$ cat src/rtl/cmd_dispatch16.sv
// cmd_dispatch16: single-command dispatcher for 16 two-bit switch channels.
//
// A command writes a 2-bit value to one channel, or to all 16 channels when
// m=1 (broadcast). A single-channel command then waits for its confirmation
// sensor. If the sensor does not confirm within TIMEOUT edges, the command
// ends in ERR.
//
// Ports:
//   clk        rising-edge clock
//   rst_n      asynchronous active-low reset
//   m          broadcast select, sampled only when a command is accepted
//   cmd_valid  a command is offered
//   cmd_ready  dispatcher is idle and can accept a command
//   cmd_addr   target channel (0..15)
//   cmd_val    2-bit value to drive
//   s          confirmation sensors; s[n] belongs to channel n
//   y          registered channel drives; y[2n+1:2n] holds channel n
//   done       one-cycle pulse when a command completes
//   err        one-cycle pulse when a command times out
//
// Parameter:
//   TIMEOUT    number of WAIT_ACK edges allowed before confirmation (1..255)
//
// Configuration macro:
//   CMD_ROLLBACK_EN  when defined, a timed-out command restores the addressed
//                    channel to the value it held before the command
module cmd_dispatch16 #(
  parameter int unsigned TIMEOUT = 8
) (
  input  logic        clk,
  input  logic        rst_n,
  input  logic        m,
  input  logic        cmd_valid,
  output logic        cmd_ready,
  input  logic [3:0]  cmd_addr,
  input  logic [1:0]  cmd_val,
  input  logic [15:0] s,
  output logic [31:0] y,
  output logic        done,
  output logic        err
);

  localparam int unsigned CNT_W = 8;
  localparam logic [CNT_W-1:0] CNT_LAST = CNT_W'(TIMEOUT - 1);

  localparam logic [1:0] ST_IDLE     = 2'd0;
  localparam logic [1:0] ST_WAIT_ACK = 2'd1;
  localparam logic [1:0] ST_DONE     = 2'd2;
  localparam logic [1:0] ST_ERR      = 2'd3;

  logic [1:0]       state;
  logic [1:0]       state_next;
  logic [CNT_W-1:0] cnt;
  logic [CNT_W-1:0] cnt_next;
  logic [3:0]       addr_q;
  logic [3:0]       addr_next;
  logic [31:0]      y_next;
  logic             ack_c;
  logic             expire_c;
`ifdef CMD_ROLLBACK_EN
  logic [1:0]       prev_q;
  logic [1:0]       prev_next;
`else
  logic [1:0]       val_q;
  logic [1:0]       val_next;
`endif

  // Moore decodes of the state register.
  assign cmd_ready = (state == ST_IDLE);
  assign done      = (state == ST_DONE);
  assign err       = (state == ST_ERR);

  // State register.
  always_ff @(posedge clk or negedge rst_n) begin
    if (!rst_n) begin
      state <= ST_IDLE;
    end else begin
      state <= state_next;
    end
  end

  // Datapath registers: channel drives, wait counter and command latches.
  always_ff @(posedge clk or negedge rst_n) begin
    if (!rst_n) begin
      y      <= 32'h0;
      cnt    <= '0;
      addr_q <= 4'h0;
`ifdef CMD_ROLLBACK_EN
      prev_q <= 2'b00;
`else
      val_q  <= 2'b00;
`endif
    end else begin
      y      <= y_next;
      cnt    <= cnt_next;
      addr_q <= addr_next;
`ifdef CMD_ROLLBACK_EN
      prev_q <= prev_next;
`else
      val_q  <= val_next;
`endif
    end
  end

  // Next-state and datapath update.
  always_comb begin
    state_next = state;
    cnt_next   = cnt;
    addr_next  = addr_q;
    y_next     = y;
`ifdef CMD_ROLLBACK_EN
    prev_next  = prev_q;
`else
    val_next   = val_q;
`endif
    // Only the latched channel's sensor matters once the command is in flight.
    ack_c      = s[addr_q];
    expire_c   = (cnt == CNT_LAST);

    case (state)
      ST_IDLE: begin
        if (cmd_valid) begin
          if (m) begin
            // Broadcast needs no confirmation.
            y_next     = {16{cmd_val}};
            state_next = ST_DONE;
          end else begin
            y_next[{cmd_addr, 1'b0} +: 2] = cmd_val;
            addr_next  = cmd_addr;
`ifdef CMD_ROLLBACK_EN
            prev_next  = y[{cmd_addr, 1'b0} +: 2];
`else
            val_next   = cmd_val;
`endif
            cnt_next   = '0;
            state_next = ST_WAIT_ACK;
          end
        end
      end

      ST_WAIT_ACK: begin
        // A confirmation on the last allowed edge still counts as success.
        if (ack_c) begin
          state_next = ST_DONE;
        end else if (expire_c) begin
          state_next = ST_ERR;
`ifdef CMD_ROLLBACK_EN
          y_next[{addr_q, 1'b0} +: 2] = prev_q;
`else
          y_next[{addr_q, 1'b0} +: 2] = val_q;
`endif
        end else begin
          cnt_next = cnt + CNT_W'(1);
        end
      end

      ST_DONE, ST_ERR: begin
        state_next = ST_IDLE;
      end

      default: begin
        state_next = ST_IDLE;
      end
    endcase
  end

endmodule

$ cat config.mk
export PLATFORM = sky130hd
export DESIGN_NAME = cmd_dispatch16
export DESIGN_NICKNAME = d
export VERILOG_FILES = /design/src/rtl/cmd_dispatch16.sv
export SDC_FILE = /design/constraint.sdc
export NUM_CORES = 1
export LEC_CHECK = 0
export CAP_MARGIN = 20
export CORE_MARGIN = 3
export CORE_UTILIZATION = 58
export CTS_CLUSTER_DIAMETER = 30
export DETAILED_ROUTE_END_ITERATION = 8
export PLACE_DENSITY = 0.92
export SETUP_SLACK_MARGIN = 0.5
export SLEW_MARGIN = 25
export SYNTH_ARGS = -nofsm -noshare
export SYNTH_HDL_FRONTEND = slang
export SYNTH_SLANG_ARGS = --single-unit
export TNS_END_PERCENT = 30
$ cat constraint.sdc
create_clock -name clk -period 6.9 [get_ports clk]
set_input_delay 0.69 -clock clk [delete_from_list [all_inputs] [get_ports clk]]
set_output_delay 0.69 -clock clk [all_outputs]
set_load 0.005 [all_outputs]
* Yosys cells after proc, flatten, opt, wreduce, memory -nomap -nowiden
Cells that the tools add are included.
Word-level totals: word-level logic and storage cells 50, output and inout port bits 35, flip-flop bits (word level) 48
Cells by class: shifts and indexed selects 4, muxes and demuxes 19, $lt $le $gt $ge 1, equal/unequal tests 10, add/subtract/negate cells 3, reductions and logical operators 7, bitwise logic cells 1
Operators with widths (number):
- 32-bit 2-to-1 mux | 4
- 32-bit bitwise mux | 2
- 32-bit one-hot mux with 2 select lines | 1
- 2-bit by 7-bit variable shift with 32-bit output, first input constant | 2
- 2-bit by 7-bit indexed part select with 32-bit output | 2
- 8-bit 2-to-1 mux | 4
- 8-bit one-hot mux with 2 select lines | 1
- 5-bit negator with 7-bit output | 2
- 2-bit inequality test, second input constant | 5
- 8-bit by 1-bit adder with 8-bit output, second input constant | 1
- 8-bit by 3-bit == test with 1-bit output, second input constant | 1
- 2-bit 2-to-1 mux | 4
- 2-bit one-hot mux with 3 select lines | 1
- 4-bit by 5-bit < comparator with 1-bit output, second input constant | 1
- 5-bit AND reduction | 1
- 1-bit binary-select mux with 4-bit select | 1
- 2-bit == test, second input constant | 2
- 4-bit AND reduction | 1
- 3-bit inequality test, second input constant | 1
- 3-bit AND reduction | 1
- 2-bit by 1-bit == test with 1-bit output, second input constant | 1
- 2-bit zero test | 1
- 2-bit AND reduction | 1
- 2-bit nonzero test | 1
- 3 further kinds | 3

* Depth between registers and ports, before layout
Gate-level depths: netlist of run 1.
depth after elaboration 6, gate-level depth with buffers 11, mapped depth without buffers 8

* Worst setup path before layout of run 1
Ideal clock, no wire load.
path kind input -> register, start point input cmd_addr[1], end point register y[6], setup time 125 ps, path slack 4075 ps, data arrival time 2700 ps, path buffers 2, required time 6775 ps, cell stages on the path 8, cell sequence clkbuf_1 > inv_1 > ha_1 > clkbuf_1 > o41ai_1 > nor2_1 > or4_4 > mux2_4
Between the ends: word-level cells in the longest chain between the ends 6, elaborated cells between the ends (all ways) 7, those cells by class add/sub: 1; shift: 2; mux: 4
Ends and longest elaborated chain:
- start: declaration | RTL line 35 | input logic [3:0] cmd_addr,
- 5-bit negator with 7-bit output (*) | RTL line 128 | y_next[{cmd_addr, 1'b0} +: 2] = cmd_val;
- 2-bit by 7-bit indexed part select with 32-bit output / 2-bit by 7-bit variable shift with 32-bit output (equally long branches) | RTL line 128
- 32-bit bitwise mux (*) | RTL line 128
- 32-bit 2-to-1 mux (*) | RTL line 123 | if (m) begin
- 32-bit 2-to-1 mux (*) | RTL line 122 | if (cmd_valid) begin
- 32-bit one-hot mux with 2 select lines (*) | RTL line 120 | case (state)
- end signal: assignment | RTL line 94 | y <= y_next;
- end: declaration | RTL line 38 | output logic [31:0] y,
Mark *: on every way between the ends. The rest lies on a longest branch, timed or not. The select of a mux whose other input is x is not followed. A chain may end at the register's enable or synchronous reset.

* Worst setup path in the final report of run 1
start point register addr_q[0], end point register y[23]
Between the ends: word-level cells in the longest chain between the ends 6, elaborated cells between the ends (all ways) 11, those cells by class add/sub: 1; eq/ne: 1; shift: 2; mux: 6; reduce/logical: 1
Ends and longest elaborated chain:
- start: declaration | RTL line 55 | logic [3:0] addr_q;
- start signal: assignment | RTL line 96 | addr_q <= addr_next;
- 5-bit negator with 7-bit output | RTL line 150 | y_next[{addr_q, 1'b0} +: 2] = val_q;
- 2-bit by 7-bit indexed part select with 32-bit output / 2-bit by 7-bit variable shift with 32-bit output (equally long branches) | RTL line 150
- 32-bit bitwise mux | RTL line 150
- 32-bit 2-to-1 mux | RTL line 145 | end else if (expire_c) begin
- 32-bit 2-to-1 mux | RTL line 143 | if (ack_c) begin
- 32-bit one-hot mux with 2 select lines | RTL line 120
Several ways; a longest one is shown, not always the timed one. The select of a mux whose other input is x is not followed.

==> results of run 1 <==
==> worst register-to-register path, delay by kind of cell (launching register included) <==
kind | cells | cell delay, ns
AOI/OAI and AO/OA | 2 | 0.80
muxes | 1 | 0.32
buffers and inverters | 1 | 0.28
DFF | 1 | 0.71
adders and majority gates | 1 | 0.38
and+or+nand+nor | 1 | 0.57
==> sequential cells by signal, summed over array words and instances, names as in the netlist <==
name / cells
cnt: 8
state: 2
val_q: 2
addr_q: 4
y: 32
==> layout by cell type, fill, tap and decap left out, types with 4 or more instances in the layout <==
cell type,count
ha_1,7
nor4_1,4
nand3_1,10
and2_1,4
a31oi_1,9
clkdlybuf4s50_1,59
nor2_1,32
mux2_4,5
o22ai_1,26
nor3_1,13
inv_1,7
mux2i_1,9
nand2_1,45
a2bb2oi_1,4
dfrtp_1,48
clkbuf_8,5
or2_2,9
mux2_2,17
o21a_1,4
o21ai_0,21
nor2b_1,14
and3_1,4
a22o_1,6
a21oi_1,21
==> layer usage <==
metal	vias up	wire (um)
met4	0	348
met1	1611	4086
met5	-	0
met2	208	4447
met3	40	880
li1	1572	-
==> path summary, 6_finish.rpt <==
kind,from,endpoint,cells past startpoint
min,rst_n,y[3],1
min reg2reg,y[14],y[14],1
max reg2reg,addr_q[0],y[23],6
max in group asynchronous,rst_n,cnt[5],1
max,addr_q[0],y[23],6
min in group clk,y[14],y[14],1
==> cell families (layout without fill, tap and decap cells) <==
kind of cell | count (synthesis) | after routing
buffers and inverters | 36 | 75
AOI/OAI and AO/OA | 123 | 123
adders and majority gates | 7 | 7
muxes | 32 | 32
DFF | 48 | 48
and+or+nand+nor | 156 | 156
xor gates and xnor gates | 4 | 4
==> stage by stage <==
step / area [sq um] / setup slack [ns] / total power [W] / hold slack, ns / std cells
4_1_cts: 4145 / 3.777 / 0.001520 / 0.5127 / 517
3_3_place_gp: 4034 / 3.593 / 0.001287 / 0.4896 / 509
2_1_floorplan: 3503 / 4.075 / 0.001005 / 0.3944 / 406
5_1_grt: 4148 / 3.531 / 0.001618 / 0.4346 / 517
3_5_place_dp: 4034 / 3.540 / 0.001310 / 0.4819 / 509
6_report: 4148 / 3.724 / 0.001530 / 0.3897 / 517
==> cell usage after synthesis (2+ instances only) <==
cell / n / area share (%)
a22o_1: 6 / 1.5
a31o_2: 2 / 0.50
xor2_1: 3 / 0.75
nand4_1: 3 / 0.54
nor4_1: 4 / 0.71
mux2_4: 5 / 2.1
nand3_1: 10 / 1.4
and4_1: 2 / 0.50
a211oi_1: 2 / 0.43
o21bai_1: 3 / 0.64
a21boi_0: 3 / 0.64
o2bb2ai_1: 3 / 0.75
clkbuf_1: 17 / 1.8
and3_1: 4 / 0.71
a31oi_1: 9 / 1.6
a2bb2oi_1: 4 / 1.0
mux2_2: 17 / 5.5
or2_2: 9 / 1.6
a32o_1: 2 / 0.57
nand2b_1: 3 / 0.54
nand2_1: 45 / 4.8
or3_1: 2 / 0.36
or4_4: 2 / 0.64
buf_2: 2 / 0.29
o21ai_0: 21 / 3.0
nor3b_1: 3 / 0.64
ha_1: 7 / 2.5
nor2_1: 32 / 3.4
nor3_1: 13 / 1.9
a21oi_1: 21 / 3.0
dlygate4sd1_1: 2 / 0.50
dfrtp_1: 48 / 34
inv_1: 7 / 0.75
o32a_2: 2 / 0.64
and2_1: 4 / 0.71
nand3b_1: 2 / 0.43
buf_1: 3 / 0.32
buf_6: 4 / 1.3
nor2b_1: 14 / 2.5
o21a_1: 4 / 0.86
mux2i_1: 9 / 2.6
o22ai_1: 26 / 4.6
o31ai_1: 3 / 0.64
==> report_power, final <==
| group | internal (W) | switching (W) | leakage, nW |
|---|---|---|---|
| Clock | 0.000107 | 0.000100 | 0.0541 |
| Combinational | 0.000409 | 0.000369 | 1.00 |
| Sequential | 0.000382 | 0.000162 | 0.615 |
==> final cells by class <==
cell class,count,area share [%]
multi-input cells,322,51.13
clock inverters,3,1.026
clock buffers,5,1.659
inverters,7,0.6335
flip-flops and latches,48,28.96
repair buffers,60,14.42
well taps,72,2.172
==> impl_results.md, run 1 <==
* Data arrival, critical path at 3.37 ns
* Worst-path fanout max at 17
* Fin. Hold Viols at 0
* Synth-to-Final Area Change at 18.39%
* Layout net count at 477
* CTS buffer count at 5
* Layout Utilization at 73.08%
* Clock Sinks at 48
* Status: finished, final reports clean
* Post-synth EDFFs at 0
* GP Congestion at 0.9706
* Setup TNS at 0 ns
* Top Usage Layer GRT: met2
* Mux cell area share after synthesis at 10.82%
* Share of layout cells above drive strength 1 at 12.36%
* Routed Antenna Nets at 0
* Synthesized area per cell at 8.629 sq um
* Die X at 83.72 um
* Largest family of logic cells by synthesized area: compound AO/OA/AOI/OAI gates
* Unrepaired setup endpoints after global routing: no
* CP Cell Sequence: inv_1, ha_1, o31ai_1, a31oi_1, or4_4, mux2_4
* PortBufs at 60
* Max Cap Violations at 0
* GR Util All Layers at 27.65%
* Slew @ Worst Pin at 1.047 ns
* Seq/Total Area, Yosys at 34.29%
* GR Util met1 at 36.41%
* VDD IR-drop max at 257.0 uV
* Reg2Reg Setup Slack at 3.72 ns
* FF/Latch Area at 1201 sq um
* Post-Syn Nets at 439
* Worst slew margin at 30.20%
* Final slew viol count at 0
* CTS resizes at 0
* Full die area at 7009 sq um
* Fill count at 431
* Ys async rst share at 100.0%
* Compound-Gate Fraction of Synth Area at 23.71%
* CP max stage cell: dfrtp_1
* Req. time, crit path at 7.10 ns
* Yosys warning count at 0
* CTS tree: yes
* # IOs at 61
* Clk_lat worst skew at 0.31 ns
* Post-DP HPWL at 7.206 mm
* Cell leakage power at 1.670 nW
* Min cycle time layout at 3.176 ns
* Drt pass-1 iters at 6
* Die height at 83.72 um
* Multi-input logic area at 2121 sq um
* Row count at 27
* Max stage delay on crit path at 0.71 ns
* Met2 usage at 44.11%
* Via/cell ratio at 6.636
* Synthesized cell area at 3503 sq um
* Worst min-delay path class: input pin to async pin
* Vias in the first global route at 3252
* CTS root buf: clkbuf_8
* Power Dens Cells at 368.9 nW/um^2
* First-pass GRT wire length at 15.81 mm
* Endpoints failing setup at 0
* WL per Instance at 18.88 um
* DRC at 0
* N_diodes at 0
* Synth Area in Simple Gates at 22.50%
* Synth unique cells at 62
* Startpoint types: register
* Pin count of the biggest net entering global routing at 49
* CTS Hold Bufs at 0
* Number of DRC markers in iteration 0 at 349
* Final wirelength at 9.762 mm
* CORE AREA at 5675 sq um
* Fmax at 314.9 MHz
* Part of the cycle the worst path needs at 46.03%
* Synth Flop Type: dfrtp_1
* Buf+Inv Stages, Crit Path at 1
* Setup bufs post-CTS at 0
* CP Capture Type: register
* Initial Utilization at 61.73%
* Initial antenna violation count at 0
* Clk_skew at 0.006259 ns
* Clock slew at reported path FFs at 0.09 ns
* Crit Path Category: register to register
* Synth Instances at 406
* Via count at 3431
* Remaining global-route overflow at 0
* GR Util met3 at 6.219%
* Synthesized flop and latch total at 48
* Crit-path leading delay family: compound AO/OA/AOI/OAI gates
* Longest Clk Path Bufs at 2
* Adder-cell area share of the yosys netlist at 2.500%
* Synth Area in XOR/XNOR at 1.000%
* H-tree levels at 2
Power figures use the tool's default switching activity.
==> run 2: changes to the inputs <==
- CORE_UTILIZATION: 58 -> 54
- PLACE_DENSITY: 0.92 -> 0.86
- clock period: 6.9 -> 2.93 ns (I/O delays scaled with it)
==> run 2 against run 1 <==
Against the previous run:
- the run now ends with hold timing left
- sequential cell count stayed put
- power grew to 2.5 times the previous value
- sequential share of layout area is 2.2 points lower
- fmax is 32% higher
- register-to-register slack worse by 3.2 ns
- critical path depth is 1 higher
- design area is 8.2% higher
- hold slack worse by 0.41 ns
- routed wire length is 9.9% higher
- critical path type unchanged
==> impl_results.md, run 2 (synthesized netlist as in run 1, its figures left out) <==
* VDD IR-drop max at 574.4 uV
* GR Util met1 at 37.56%
* CP Cell Sequence: buf_6, mux2i_2, mux4_2, nand4_4, and3_4, or4_4, mux2_4
* Remaining global-route overflow at 0
* Full die area at 7490 sq um
* N_diodes at 0
* Final Total Pwr at 0.003895 W
* Worst R2R Start: addr_q[1]
* Row count at 28
* Failing checks: hold timing
* Internal power at 0.002270 W
* PortBufs at 60
* Buf+Inv Stages, Crit Path at 1
* Cell Count, Final, Fillers Out at 551
* Status: finished with violations
* Setup TNS at 0 ns
* Vias in the first global route at 3491
* Number of DRC markers in iteration 0 at 328
* Max Cap Violations at 0
* Worst min-delay path class: input pin to async pin
* Final slew viol count at 0
* Clk_lat worst skew at 0.31 ns
* Dpl ws at 0.1665 ns
* CP Capture Type: register
* Drt pass-1 iters at 5
* GR Util All Layers at 28.58%
* Fin Hold WS at -0.02472 ns
* Most frequent cells in the layout: 59 x clkdlybuf4s50_1, 47 x dfrtp_1, 45 x nand2_1, 32 x nor2_1, 30 x buf_4
* Net Switching at 0.001625 W
* Fin. Hold Viols at 23
* Clk_skew at 0.008885 ns
* Startpoint types: register
* Largest Register: y
* Routed Antenna Nets at 0
* # IOs at 61
* CTS buffer count at 5
* Met2 usage at 47.91%
* Largest registers: y: 32 flops, cnt: 8 flops, addr_q: 4 flops
* Req. time, crit path at 3.12 ns
* CORE AREA at 6096 sq um
* Cell leakage power at 1.830 nW
* Final wirelength at 10.73 mm
* First-pass GRT wire length at 17.12 mm
* Combinational power share at 59.2%
* Largest register FFs at 32
* Unrepaired setup endpoints after global routing: yes
* CTS Hold Bufs at 0
* Setup WS post-layout at 0.5157 ns
* Fmax at 414.2 MHz
* Die height at 86.55 um
* CTS tree: yes
* WL per Instance at 19.46 um
* Synth-to-Final Area Change at 28.11%
* Via count at 3579
* Initial antenna violation count at 0
* Die X at 86.55 um
* Share of layout cells above drive strength 1 at 22.06%
* GR Util met3 at 4.563%
* Part of the cycle the worst path needs at 82.40%
* GP Congestion at 0.9468
* Dpl cells at 533
* Via/cell ratio at 6.495
* Switching share of power at 41.72%
* Worst slew margin at 59.40%
* Dpl cell area at 4203 sq um
* Slew @ Worst Pin at 0.6091 ns
* Power Dens Cells at 867.8 nW/um^2
* Longest Clk Path Bufs at 2
* Reg power frac at 29.6%
* Initial Utilization at 57.47%
* Min cycle time layout at 2.414 ns
* Reg2Reg Setup Slack at 0.52 ns
* Post-DP HPWL at 7.716 mm
* Clock power frac at 11.2%
* Crit-path leading delay family: simple AND/OR/NAND/NOR gates
* Layout net count at 508
* H-tree levels at 2
* Crit Path Category: register to register
* Pin count of the biggest net entering global routing at 49
* CP max stage cell: or4_4
* Worst-path fanout max at 6
* Commonest non-fill, non-tap cell in the layout: clkdlybuf4s50_1
* Data arrival, critical path at 2.61 ns
* R2R cell count at 7
* Max stage delay on crit path at 0.51 ns
* Clock slew at reported path FFs at 0.09 ns
* Clock Sinks at 48
* Endpoints failing setup at 0
* DRC at 0
* CTS root buf: clkbuf_8
* Top Usage Layer GRT: met2
* Final instance area at 4488 sq um
* Crit Reg-Reg Endpoint: y[6]
==> run 2: cell count changes in the layout (fill, tap and decap cells not counted), moves of 3 or more <==
cell,previous run,this run
mux2i_2,0,3
buf_4,1,30
mux2i_1,9,6
nor4_1,4,1
nor4_2,0,3
==> run 2: routing by layer <==
layer  vias to the layer above  wire length, um
li1                       1626                -
met1                      1725             4346
met2                       204             5288
met3                        24              876
met4                         0              214
met5                         -                0
==> run 2: cell type report <==
class / count / area, sq um
timing repair buffer: 91 / 838.3
clock inverter: 2 / 15.01
inverter: 7 / 26.28
clock buffer: 6 / 82.58
tap: 75 / 93.84
multi-input combinational: 322 / 2230
fill: 474 / 1608
sequential: 48 / 1202
==> run 2: power groups by stage <==
stage / clock network, W / registers [W] / logic, W
2_1_floorplan: 0 / 0.00106 / 0.00133
6_report: 0.000438 / 0.00115 / 0.00231
4_1_cts: 0.000435 / 0.00114 / 0.00216
3_3_place_gp: 0 / 0.00114 / 0.00203
5_1_grt: 0.000466 / 0.00118 / 0.00248
3_5_place_dp: 0 / 0.00115 / 0.00207
==> run 2: worst max-delay path by stage <==
stage / to / start / slack, ns / cells past startpoint
global placement: y[7] / s[9] / 0.27 / 7
global route: y[6] / addr_q[1] / 0.43 / 7
floorplan: y[22] / addr_q[1] / 0.47 / 9
detailed placement: y[19] / s[9] / 0.17 / 7
finish: y[6] / addr_q[1] / 0.52 / 7
CTS: y[6] / addr_q[1] / 0.51 / 8
==> run 2: metrics by stage <==
stage / util, % / hold WS [ns]
2_1_floorplan: - / -0.002591
3_3_place_gp: 68.95 / 0.4886
3_5_place_dp: 68.95 / 0.4935
4_1_cts: 71.53 / 0.2273
5_1_grt: 73.62 / 0.03791
6_report: 73.62 / -0.02472
==> run 2: what timing repair did <==
item                                    in CTS  in global routing
gates resized for setup                      8                 18
endpoints found under the setup margin      18                 24
pin swaps                                    1                  7
gates cloned                                 0                  0
setup buffers                                4                  6
hold endpoints to repair                     0                  0
==> RTL edit, RTL diff (config.mk and constraints of run 1) <==
Reset style: synchronous (`rst_n`), changed in 2 clocked blocks. Comments in the files are not updated.
--- a/src/rtl/cmd_dispatch16.sv
+++ b/src/rtl/cmd_dispatch16.sv
@@ -71,7 +71,7 @@
   assign err       = (state == ST_ERR);
 
   // State register.
-  always_ff @(posedge clk or negedge rst_n) begin
+  always_ff @(posedge clk) begin
     if (!rst_n) begin
       state <= ST_IDLE;
     end else begin
@@ -80,7 +80,7 @@
   end
 
   // Datapath registers: channel drives, wait counter and command latches.
-  always_ff @(posedge clk or negedge rst_n) begin
+  always_ff @(posedge clk) begin
     if (!rst_n) begin
       y      <= 32'h0;
       cnt    <= '0;
Check against the original RTL: differs if rst_n is asserted again (counterexample within 4 cycles, from zero or initial values and one cycle with rst_n low); with rst_n held inactive, the same outputs for 4 cycles.
==> RTL edit against run 1 <==
Area after synthesis up 0.57%. Sequential cell count is the same. Register-to-register slack improved by 0.39 ns. Setup slack better by 0.16 ns. Wire length is 4.6% higher. First-iteration DRC count up 38%. Critical endpoint is now y[8]. Final area up 1.2%.
Power is not compared: it rests on default switching activity, and its combinational part moved more than twofold at a synthesized area within 25%.
==> RTL edit: results <==
set metrics [dict create \
    mappedNetlistNets 485 \
    ys_dominant_reg_cell "sky130_fd_sc_hd__dfxtp_1" \
    synth.top_cells.by_area "sky130_fd_sc_hd__dfxtp_1 (27%), sky130_fd_sc_hd__mux2i_1 (9.1%), sky130_fd_sc_hd__nand2_1 (6.8%)" \
    ys_seq_area_frac 0.273 \
    largest_net_degree_at_the_start_of_global_routing 48 \
    crit_fanout 10 \
    grt_use_total 0.291 \
    drt-initial-drc-count 480 \
    gp_congestion 1.01 \
    ys_ff_latch 48 \
    num-nonclk-buffers 62 \
    worst-endpoint-arrival_ns 3.26 \
    synth.avg_cell_area_um2 7.80 \
    hpwlAfterDp_um 7400 \
    finalNetCount 525 \
    ir_drop_mv 0.117 \
    status "finished, final reports clean" \
    layout.nonclk_buf_frac 0.147 \
    critical-path-slowest-cell "sky130_fd_sc_hd__clkdlybuf4s50_1" \
    cts.path.max_buffers 2 \
    register_cell_area_after_layout_um2 961 \
    cts.repair.resized 0 \
    hold_path_end "y[26]" \
    worstReg2RegEnd "y[5]" \
    start_kind "primary input" \
    detailed_routing_iterations_pass_1 8 \
    fin_hold_ws_ns 0.463 \
    die_outline_area_um2 7050 \
    reg2reg_slack_ns 4.11 \
    fillers 439 \
    largest_incremental_delay_on_the_critical_path_ns 0.67 \
    inv_count 9 \
    slew_headroom 0.467 \
    vias_per_cell 6.60 \
    grt_pass1_vias 3585 \
    timing.critical_path.from "cmd_addr[0]" \
    setup.worst_path.end "y[8]" \
    grt_first_pass_wirelength_um 17100 \
    crit_family "compound AO/OA/AOI/OAI gates" \
    synth_cell_type_count 61 \
    clk_latency_ns 0.31 \
    grt_antenna_before_repair 0 \
    dp.cells 557 \
    via_count_of_the_routed_design 3730 \
    fraction_of_final_layout_cells_sized_beyond_drive_strength_1 0.0609 \
    multiInputGateArea_um2 2380 \
    r2r_start "addr_q[3]" \
    overall_overflow_remaining_after_global_route 0 \
    worst_hold_path.num_cells 2 \
    ff2ff_path_depth 6 \
    synth-async-reset-ratio 0 \
    finClkSkew_ns 0.00990 \
    synth_commonest_cells "sky130_fd_sc_hd__nand2_1 (64), sky130_fd_sc_hd__dfxtp_1 (48), sky130_fd_sc_hd__nor2_1 (40)" \
    clock_buffer_count 5 \
    hold_path.class "reg -> reg" \
    clk_share 0.0274 \
    cts.clk_slew.worst_paths_ns 0.09 \
    multi_input_gates 366 \
    wl_um 10200 \
]
==> RTL edit: cell types whose count changed after synthesis, moves of 12 or more <==
cell                             run 1  this run
sky130_fd_sc_hd__dfrtp_1            48         0
sky130_fd_sc_hd__o22ai_1            26         2
sky130_fd_sc_hd__o21ai_0            21         9
sky130_fd_sc_hd__mux2i_1             9        32
sky130_fd_sc_hd__mux2_2             17         0
sky130_fd_sc_hd__nand2_1            45        64
sky130_fd_sc_hd__dfxtp_1             0        48
==> RTL edit: metrics by stage <==
| step | total power (µW) | area (µm²) | setup slack, ns |
|---|---|---|---|
| after floorplan | 434 | 3520 | 4.58 |
| after global placement | 494 | 4080 | 3.73 |
| after detailed placement | 500 | 4080 | 3.65 |
| after CTS | 711 | 4200 | 3.96 |
| after global routing | 744 | 4200 | 3.66 |
| final | 711 | 4200 | 3.88 |
==> RTL edit: power groups by stage <==
stage / Clock (µW) / Combinational [µW] / Sequential (µW)
after floorplan: 0 / 129 / 305
after global placement: 0 / 183 / 312
after detailed placement: 0 / 187 / 312
after CTS: 216 / 188 / 306
after global routing: 227 / 207 / 309
final: 212 / 193 / 306
==> RTL edit: kinds of logic after synthesis <==
kind of cell,after synthesis,synth area share
muxes,33,0.0941
DFF,48,0.273
AOI/OAI and AO/OA,121,0.254
buffers and inverters,38,0.0508
adders and majority gates,7,0.0249
xor gates and xnor gates,10,0.0249
and+or+nand+nor,195,0.279
==> RTL edit: routing by layer <==
| metal | track usage | share of wire |
|---|---|---|
| met1 | 0.381 | 0.41 |
| met3 | 0.0681 | 0.11 |
| met4 | 0.123 | 0.044 |
| met2 | 0.458 | 0.44 |
| met5 | 0 | 0 |
